File: src/rtl/dr_load_sequencer_pkg.sv
// Shared encodings for the data-register load sequencer: load modes,
// data-register function codes and controller states.
package dr_load_sequencer_pkg;

  typedef enum logic [1:0] {
    MODE_BYTE_S  = 2'b00,
    MODE_BYTE_U  = 2'b01,
    MODE_WORD_BE = 2'b10,
    MODE_WORD_LE = 2'b11
  } mode_t;

  typedef enum logic [1:0] {
    DR_SEXT = 2'b00,
    DR_ZEXT = 2'b01,
    DR_SHL  = 2'b10,
    DR_SHR  = 2'b11
  } dr_fun_t;

  typedef enum logic [1:0] {
    ST_IDLE  = 2'b00,
    ST_READ  = 2'b01,
    ST_WRITE = 2'b10,
    ST_DONE  = 2'b11
  } state_t;

  // Word modes move four bytes; byte modes move one.
  function automatic logic is_word(input mode_t mode);
    return (mode == MODE_WORD_BE) || (mode == MODE_WORD_LE);
  endfunction

  // Register function for byte number idx of a load in the given mode.
  function automatic dr_fun_t fun_for(input mode_t mode, input logic [1:0] idx);
    case (mode)
      MODE_BYTE_S:  return DR_SEXT;
      MODE_BYTE_U:  return DR_ZEXT;
      MODE_WORD_BE: return (idx == 2'd0) ? DR_ZEXT : DR_SHL;
      default:      return DR_SHR;
    endcase
  endfunction

endpackage

File: src/rtl/dr_load_sequencer.sv
// Sequences byte reads from synchronous memory into the 32-bit data register,
// building signed/unsigned byte loads and big/little-endian word loads.
module dr_load_sequencer
  import dr_load_sequencer_pkg::*;
#(
  parameter int ADDR_W = 16
) (
  input  logic              Clock,
  input  logic              Reset,
  input  logic              Start,
  input  logic [1:0]        Mode,
  input  logic [ADDR_W-1:0] BaseAddr,
  input  logic              Abort,
  output logic [ADDR_W-1:0] MemAddr,
  output logic              MemRead,
  output logic              DR_E,
  output logic [1:0]        DR_FunSel,
  output logic              Busy,
  output logic              Done
);

  state_t            state_q, state_d;
  mode_t             mode_q, mode_d;
  logic [ADDR_W-1:0] base_q, base_d;
  logic [1:0]        idx_q, idx_d;
  logic              last_byte;
  logic [ADDR_W-1:0] cur_addr;

  assign last_byte = is_word(mode_q) ? (idx_q == 2'd3) : 1'b1;
  // Wraps naturally modulo 2^ADDR_W.
  assign cur_addr  = base_q + ADDR_W'(idx_q);

  // NOTE: sequential state uses non-blocking assignments so every register
  // samples the pre-edge values computed by the combinational block.
  always_ff @(posedge Clock or posedge Reset) begin
    if (Reset) begin
      state_q <= ST_IDLE;
      mode_q  <= MODE_BYTE_S;
      base_q  <= '0;
      idx_q   <= '0;
    end else begin
      state_q <= state_d;
      mode_q  <= mode_d;
      base_q  <= base_d;
      idx_q   <= idx_d;
    end
  end

  // NOTE: every signal driven here gets a default first, so no path through
  // the case statement can leave one unassigned and infer a latch.
  always_comb begin
    state_d   = state_q;
    mode_d    = mode_q;
    base_d    = base_q;
    idx_d     = idx_q;
    MemAddr   = '0;
    MemRead   = 1'b0;
    DR_E      = 1'b0;
    DR_FunSel = DR_SEXT;
    Busy      = 1'b0;
    Done      = 1'b0;

    case (state_q)
      ST_IDLE: begin
        if (Start) begin
          mode_d  = mode_t'(Mode);
          base_d  = BaseAddr;
          idx_d   = 2'd0;
          state_d = ST_READ;
        end
      end

      ST_READ: begin
        Busy    = 1'b1;
        MemRead = 1'b1;
        MemAddr = cur_addr;
        state_d = Abort ? ST_IDLE : ST_WRITE;
      end

      ST_WRITE: begin
        Busy      = 1'b1;
        DR_E      = 1'b1;
        MemAddr   = cur_addr;
        DR_FunSel = fun_for(mode_q, idx_q);
        // Abort outranks completion: the byte still lands, but no Done.
        if (Abort) begin
          state_d = ST_IDLE;
        end else if (last_byte) begin
          state_d = ST_DONE;
        end else begin
          idx_d   = idx_q + 2'd1;
          state_d = ST_READ;
        end
      end

      ST_DONE: begin
        Busy    = 1'b1;
        Done    = 1'b1;
        state_d = ST_IDLE;
      end

      default: state_d = ST_IDLE;
    endcase
  end

endmodule

File: config.mk
export PLATFORM = sky130hd
export DESIGN_NAME = dr_load_sequencer
export DESIGN_NICKNAME = d
export VERILOG_FILES = /design/src/rtl/dr_load_sequencer_pkg.sv /design/src/rtl/dr_load_sequencer.sv
export SDC_FILE = /design/constraint.sdc
export NUM_CORES = 1
export LEC_CHECK = 0
export CELL_PAD_IN_SITES_DETAIL_PLACEMENT = 1
export CELL_PAD_IN_SITES_GLOBAL_PLACEMENT = 1
export CORE_AREA = 2 2 65 67
export DETAILED_ROUTE_END_ITERATION = 6
export DIE_AREA = 0 0 67 69
export MAX_ROUTING_LAYER = met4
export PLACE_DENSITY_LB_ADDON = 0.1
export SETUP_SLACK_MARGIN = 0.4
export SYNTH_ARGS = -nofsm -noshare
export SYNTH_HDL_FRONTEND = slang
export SYNTH_SLANG_ARGS = --single-unit
File: constraint.sdc
create_clock -name Clock -period 3.8 [get_ports Clock]
set_clock_uncertainty 0.1 [all_clocks]
set_input_delay 0.38 -clock Clock [delete_from_list [all_inputs] [get_ports Clock]]
set_output_delay 0.38 -clock Clock [all_outputs]
set_load 0.02 [all_outputs]
* Yosys cells after proc, flatten, opt, wreduce, memory -nomap -nowiden
Index checks and enable logic that the tools add are counted.
** Operators by class
- Muxes and demuxes :: 18
- Equality and inequality tests :: 10
- Reduce and logical (&&, ||, !) cells :: 9
- Add/subtract/negate cells :: 2
** Operator list (number)
- $mux 2 :: 9
- $add 16x2->16 :: 1
- $mux 16 :: 1
- $eq 2x2->1 const B :: 5
- $pmux 2 s4 :: 1
- $logic_not 2->1 :: 3
- $ne 2x2->1 const B :: 3
- $pmux 2 s3 :: 1
- $mux 1 :: 5
- $eq 2x1->1 const B :: 2
- $pmux 2 s2 :: 1
- $reduce_and 4->1 :: 1
- $reduce_or 3->1 :: 1
- $add 2x1->2 const B :: 1
- $reduce_and 2->1 :: 1
- $reduce_bool 2->1 :: 1
- $reduce_or 2->1 :: 1
- $logic_or 1x1->1 :: 1
** Word-level totals
- Input port bits :: 22
- Word-level logic and storage cells :: 43
- Register bits :: 22

* Depth between registers and ports, before layout
Gate-level depths: netlist of run 1.
- Depth in word-level cells :: 6
- Depth in mapped cells :: 8
- Gate-level depth less buffers :: 7

* Worst setup path after synthesis of run 1
No wires, ideal clock.
- Path kind :: register -> output
- Start :: register idx_q[0]
- End :: output MemAddr[14]
- Cell stages (with the launch flop) :: 9
- Data required time :: 3.320 ns
- Path buffers :: 1
- Arrival :: 2.254 ns
- Setup slack :: 1.066 ns
- Path through :: dfrtp_1 > ha_1 > inv_1 > fa_1 > and3b_2 > buf_2 > nand3_1 > or3_1 > a21boi_0
** On the way
- Longest elaborated chain between the ends :: 2
** RTL lines
- start: declaration :: RTL line dr_load_sequencer.sv:25 : logic [1:0] idx_q, idx_d;
- start signal: assignment :: RTL line dr_load_sequencer.sv:45 : idx_q <= idx_d;
- $add 16x2->16 :: RTL line dr_load_sequencer.sv:31 : assign cur_addr = base_q + ADDR_W'(idx_q);
- $mux 16 :: RTL line dr_load_sequencer.sv:63 : case (state_q)
- end: declaration :: RTL line dr_load_sequencer.sv:14 : output logic [ADDR_W-1:0] MemAddr,
Every way passes these cells.

* Final worst setup path of run 1
- Start :: register idx_q[1]
- End :: output MemAddr[15]
The elaborated chain is that of the path after synthesis.

==> results.py, run 1 <==
metrics = {
    "floorplan": {
        "dieArea_um2": 4620,
        "ios": 44,
        "die_x_um": 67,
        "dieHeight_um": 69,
        "start_util_pct": 36.6,
        "core_um2": 3910,
        "rows": 23,
    },
    "finish": {
        "fillers": 456,
        "final_common_cell": "clkdlybuf4s50_1",
        "mostFrequentLayoutCells": "clkdlybuf4s50_1, dfrtp_1, mux2_2, inv_1, and2_1",
        "multi_input_comb_area_um2": 823,
        "fin_cells": 235,
        "synthToLayoutAreaGrowth_pct": 37.6,
        "nets": 218,
        "diodes": 0,
        "seq_area_um2": 551,
        "drive_gt1_share_pct": 14.6,
    },
    "pwr": {
        "p_clk_share_pct": 10.2,
        "p_leak_nw": 0.838,
        "p_per_area_nw_per_um2": 842,
        "vdd_drop_max_mv": 0.307,
        "seq_power_share_pct": 28.7,
        "p_sw_mw": 0.701,
        "total_power_mw": 1.66,
        "intPower_mw": 0.960,
        "netSwitchingFraction_pct": 42.2,
        "combPwrFrac_pct": 61.0,
    },
    "sta": {
        "finalCriticalPeriod_ns": 3.18,
        "drv_slew": 0,
        "fmax_ghz": 0.315,
        "setup_violations": 0,
        "hold_viol": 0,
        "fin_tns_setup_ns": 0,
        "finalWorstSetupSlack_ns": 0.623,
        "tightest_slew_ns": 0.864,
        "rsz0062_at_grt": "no",
        "period_share_pct": 83.6,
        "relSlewSlack_pct": 42.3,
    },
    "drt": {
        "drt_pass1_iterations": 4,
        "avgRoutedWirePerCell_um": 14.7,
        "dr.first_iter.drc_count": 28,
        "routed.top_layer": "met4",
        "wl_met2_um": 1880,
        "via_count": 1167,
        "vias_per_cell": 4.97,
        "ant_nets": 0,
        "wl_met3_um": 147,
        "post-route-drc-count": 0,
        "wirelength_um": 3450,
        "met1_length_um": 1400,
    },
    "logic_synthesis": {
        "synth_top_area_share_pct": 38.4,
        "synth_cell_type_count": 33,
        "yosys-top-cells-area": "dfrtp_1, mux2_2, ha_1, and2_1, xnor2_1",
        "syn_area_per_cell_um2": 10.2,
        "synthFlopType": "dfrtp_1",
        "ys_seq_elements": 22,
        "ys_seq_area_share_pct": 38.4,
        "yosys_warnings": 0,
        "syn-cell-area_um2": 1430,
        "synth_top_area_cell": "dfrtp_1",
        "synth-edff-count": 0,
        "synth.net_count": 173,
        "synthCells": 141,
        "synthArstFlopShare_pct": 100,
    },
    "critical_path": {
        "worstPathRequired_ns": 3.32,
        "crit_path_start_kind": "flip-flop",
        "rr_endpoint": "base_q[12]$_DFFE_PP0P_",
        "cp.arrival_ns": 2.70,
        "r2r-start": "state_q[0]$_DFFE_PP0N_",
        "critPathKind": "reg2out",
        "reg2reg_slack_ns": 1.80,
        "critPathMaxFanout": 6,
        "ff2ff_path_depth": 4,
        "endpoint_kind": "primary output",
    },
    "grt": {
        "grt_pass1_vias": 1237,
        "grt_pass1_wl_um": 5850,
        "gr-usage-all-layers_pct": 16.7,
        "grt_max_degree": 23,
        "grt_overflow": 0,
        "antenna_found_initial": 0,
    },
    "min_path": {
        "holdPathStages": 1,
        "hp-class": "reg2reg",
        "min_from": "base_q[0]$_DFFE_PP0P_",
        "hold_end": "base_q[0]$_DFFE_PP0P_",
    },
    "placement": {
        "dp.cells": 231,
        "routabilityCongestion": 0.834,
        "dp_slack_ns": 0.713,
        "dp_hpwl_um": 2690,
        "portBuffers": 43,
    },
    "clock_network": {
        "cts_tree": "done",
        "cts_root_buf": "clkbuf_8",
        "htree_levels": 1,
        "clock_latency_ns": 0.26,
        "cts_made_buffers": 3,
        "cts_max_path_buffers": 2,
        "clkSinkCount": 22,
        "clkTransAtPathRegs_ns": 0.08,
        "hold_buffers": 0,
    },
    "outcome": {
        "status": "completed",
    },
    "job": {
        "drv_cap": 0,
    },
}
worst max-delay path by stage:
stage | from | end | slack (ns)
after CTS | idx_q[0]$_DFFE_PP0P_ | MemAddr[12] | 0.40
final | idx_q[1]$_DFFE_PP0P_ | MemAddr[15] | 0.62
after floorplan | idx_q[0]$_DFFE_PP0P_ | MemAddr[14] | 1.07
after global placement | idx_q[0]$_DFFE_PP0P_ | MemAddr[12] | 0.78
after detailed placement | idx_q[0]$_DFFE_PP0P_ | MemAddr[12] | 0.71
after global routing | idx_q[1]$_DFFE_PP0P_ | MemAddr[15] | 0.48
layout make-up:
class / instances / area share (%)
multi-input combinational: 104 / 41.8
sequential: 22 / 27.9
timing repair buffer: 43 / 22.1
tap: 50 / 3.17
clock buffer: 4 / 2.79
inverter: 12 / 2.28
cell families (layout without fill, tap and decap cells):
family / Yosys count / in the layout / share of synthesized area (%)
flops: 22 / 22 / 38.4
buf+inv: 15 / 59 / 4.10
mux: 20 / 20 / 15.6
compound gates: 16 / 16 / 6.81
xor+xnor: 9 / 9 / 5.50
fa+ha+maj: 10 / 10 / 9.26
simple gates: 49 / 49 / 20.3
critical path, cell delays in order (launching register included):
cell and delay, ns:
dfrtp_1 0.42, ha_1 0.29, a21oi_1 0.15, or3_4 0.46, or3_1 0.35, a21boi_1 0.14, clkdlybuf4s50_1 0.62
synthesized netlist by cell type (2+ instances only):
library cell	instances
a21boi_0	3
a21oi_1	4
and2_1	11
and4_1	2
buf_2	2
dfrtp_1	22
ha_1	9
inv_1	12
mux2_2	19
nand2_1	10
nand3_1	4
nand4_1	3
nor2_1	2
nor2b_1	4
nor4_1	2
o21ai_0	6
or3_1	3
xnor2_1	6
xor2_1	3
what timing repair did:
item | CTS | global route
setup endpoints to repair | 0 | 2
setup buffers | 0 | 0
gates resized for setup | 0 | 2
registers in the layout (all words and copies together), names as in the netlist:
| signal | count |
|---|---|
| state_q | 2 |
| base_q | 16 |
| idx_q | 2 |
| mode_q | 2 |
layer usage:
metal | global-route usage, % | vias up
met5 | - | -
met4 | 3.40 | 0
met3 | 2.45 | 2
met2 | 28.4 | 25
met1 | 20.7 | 571
li1 | - | 569
through the flow:
| stage | hold slack [ns] | cell area [um^2] | util [%] |
|---|---|---|---|
| global route | 0.460 | 1970 | 50.4 |
| detailed placement | 0.412 | 1910 | 48.8 |
| global placement | 0.401 | 1910 | 48.8 |
| floorplan | 0.269 | 1430 | - |
| CTS | 0.432 | 1970 | 50.3 |
| finish | 0.427 | 1970 | 50.4 |
power by group through the flow:
stage          logic (mW)  clock network, mW  registers [mW]
2_1_floorplan       0.643                  0           0.440
3_3_place_gp         1.01                  0           0.474
3_5_place_dp         1.03                  0           0.482
4_1_cts              1.03              0.180           0.477
5_1_grt              1.12              0.188           0.498
6_report             1.01              0.170           0.478
Power figures use the tool's default switching activity.
==> run 2, diff against run 1 <==
- CORE_AREA: 2 2 65 67 -> 2 2 70 72
- DIE_AREA: 0 0 67 69 -> 0 0 72 74
- clock period: 3.8 -> 2.7 ns (I/O delays scaled with it)
==> run 2 against run 1 <==
Against the previous run:
- final cell count rose by 6.8%
- non-clock buffer count up 13
- global-route usage is 1.5 points lower
- first-iteration DRC count is 25% higher
- register-to-register slack got worse by 1.0 ns
- critical path depth grew 2
- combinational power is 56% higher
- via count increased by 5.6%
- clock-buffer cell count decreased by 1
- critical path type unchanged
- largest power group unchanged
==> results.py, run 2 (synthesis gave the netlist of run 1 again) <==
metrics = {
    "outcome": {
        "status": "completed",
    },
    "floorplan": {
        "dieArea_um2": 5330,
        "ios": 44,
        "rows": 25,
        "die_x_um": 72,
        "start_util_pct": 31.2,
        "core_um2": 4600,
        "dieHeight_um": 74,
    },
    "critical_path": {
        "crit_path_start_kind": "flip-flop",
        "critPathMaxFanout": 4,
        "crit_slowest_cell": "dfrtp_1",
        "reg2reg_slack_ns": 0.79,
        "cpPeakStageDelay_ns": 0.36,
        "endpoint_kind": "primary output",
        "critPathKind": "reg2out",
        "cp.arrival_ns": 2.18,
        "worstPathRequired_ns": 2.33,
        "path_cells": "ha_2 > inv_1 > fa_2 > and3b_2 > nand3_2 > or3_4 > a21boi_4 > buf_6",
    },
    "min_path": {
        "hp-class": "in2async",
    },
    "pwr": {
        "p_leak_nw": 0.991,
        "p_per_area_nw_per_um2": 1130,
        "vdd_drop_max_mv": 0.395,
    },
    "finish": {
        "largest_register_ffs": 16,
        "nets": 231,
        "fillers": 508,
        "drive_gt1_share_pct": 34.5,
        "synthToLayoutAreaGrowth_pct": 51.3,
        "final_area_um2": 2170,
        "final_core_util_pct": 47.1,
        "final_common_cell": "clkdlybuf4s50_1",
        "diodes": 0,
        "mostFrequentLayoutCells": "clkdlybuf4s50_1, dfrtp_1, mux2_2, buf_4, inv_1",
        "top_register": "base_q",
    },
    "drt": {
        "drt_pass1_iterations": 4,
        "ant_nets": 0,
        "avgRoutedWirePerCell_um": 14.8,
        "dr.first_iter.drc_count": 35,
        "vias_per_cell": 4.91,
        "wirelength_um": 3720,
        "post-route-drc-count": 0,
        "via_count": 1232,
    },
    "sta": {
        "setup_violations": 0,
        "tightest_slew_ns": 0.863,
        "fmax_ghz": 0.392,
        "fin_tns_setup_ns": 0,
        "drv_slew": 0,
        "hold_viol": 0,
        "finalCriticalPeriod_ns": 2.55,
        "rsz0062_at_grt": "yes",
        "relSlewSlack_pct": 42.4,
        "period_share_pct": 94.6,
    },
    "clock_network": {
        "cts_root_buf": "clkbuf_8",
        "cts_made_buffers": 3,
        "htree_levels": 1,
        "clkSinkCount": 22,
        "cts_tree": "done",
        "cts_max_path_buffers": 2,
        "clkTransAtPathRegs_ns": 0.08,
        "clock_latency_ns": 0.26,
        "hold_buffers": 0,
    },
    "job": {
        "drv_cap": 0,
    },
    "grt": {
        "gr-usage-all-layers_pct": 15.2,
        "grt_pass1_wl_um": 6220,
        "grt_pass1_vias": 1352,
        "grt_overflow": 0,
        "antenna_found_initial": 0,
        "grt_max_degree": 23,
    },
    "placement": {
        "routabilityCongestion": 0.730,
        "dp_hpwl_um": 2830,
        "portBuffers": 43,
        "placedInstanceArea_um2": 2020,
    },
}
[run 2: cell types whose count changed in the layout (fill, tap and decap cells not counted), sizes merged]
| cell | previous run | this run |
|---|---|---|
| dlygate4sd2 | 0 | 2 |
| buf | 0 | 26 |
| clkdlybuf4s50 | 41 | 25 |
[run 2: report_power, final]
part           switching (mW)  internal (mW)
clock                   0.105         0.0997
sequential              0.181          0.488
combinational           0.789          0.795
total                    1.08           1.38
[run 2: cell type report]
cell class                      count  area (um^2)  area share [%]
Multi-Input combinational cell    104          938            43.3
Inverter                           12         45.0            2.08
Clock buffer                        3         41.3            1.91
Sequential cell                    22          551            25.4
Timing Repair Buffer               56          524            24.2
Tap cell                           54         67.6            3.12
[run 2: stage by stage]
stage | power, mW | hold slack [ns] | instances | setup WS [ns]
3_3_place_gp | 2.19 | 0.402 | 243 | -0.0166
6_report | 2.46 | 0.388 | 251 | 0.146
3_5_place_dp | 2.23 | 0.422 | 243 | -0.0757
5_1_grt | 2.64 | 0.462 | 251 | 0.0132
4_1_cts | 2.40 | 0.429 | 249 | 0.152
2_1_floorplan | 1.58 | 0.159 | 141 | 0.419
[run 2: timing repair]
action,CTS,global route
resized for setup,79,16
pin swaps,14,8
endpoints found under the setup margin,17,15
setup buffers,3,2
gates cloned,0,0
[run 2: critical path: cells and delay by family, from the launching register on]
family	cells	cell delay, ns
and+or+nand+nor	3	0.71
buffers and inverters	2	0.18
DFF	1	0.36
adders and majority gates	2	0.53
AOI/OAI and AO/OA	1	0.14
[run 2: final timing paths]
check,start,to,cells past startpoint
max reg2reg,state_q[0]$_DFFE_PP0N_,idx_q[0]$_DFFE_PP0P_,6
min in group Clock,base_q[15]$_DFFE_PP0P_,base_q[15]$_DFFE_PP0P_,1
max in group asynchronous,Reset,base_q[3]$_DFFE_PP0P_,2
min,Reset,base_q[15]$_DFFE_PP0P_,2
min reg2reg,base_q[15]$_DFFE_PP0P_,base_q[15]$_DFFE_PP0P_,1
max,base_q[0]$_DFFE_PP0P_,MemAddr[12],8
[run 2: metal layers]
metal | global-route usage [%] | wire, um
met1 | 16.9 | 1500
met2 | 28.4 | 2030
met3 | 1.76 | 153
met4 | 4.82 | 41
met5 | - | 0
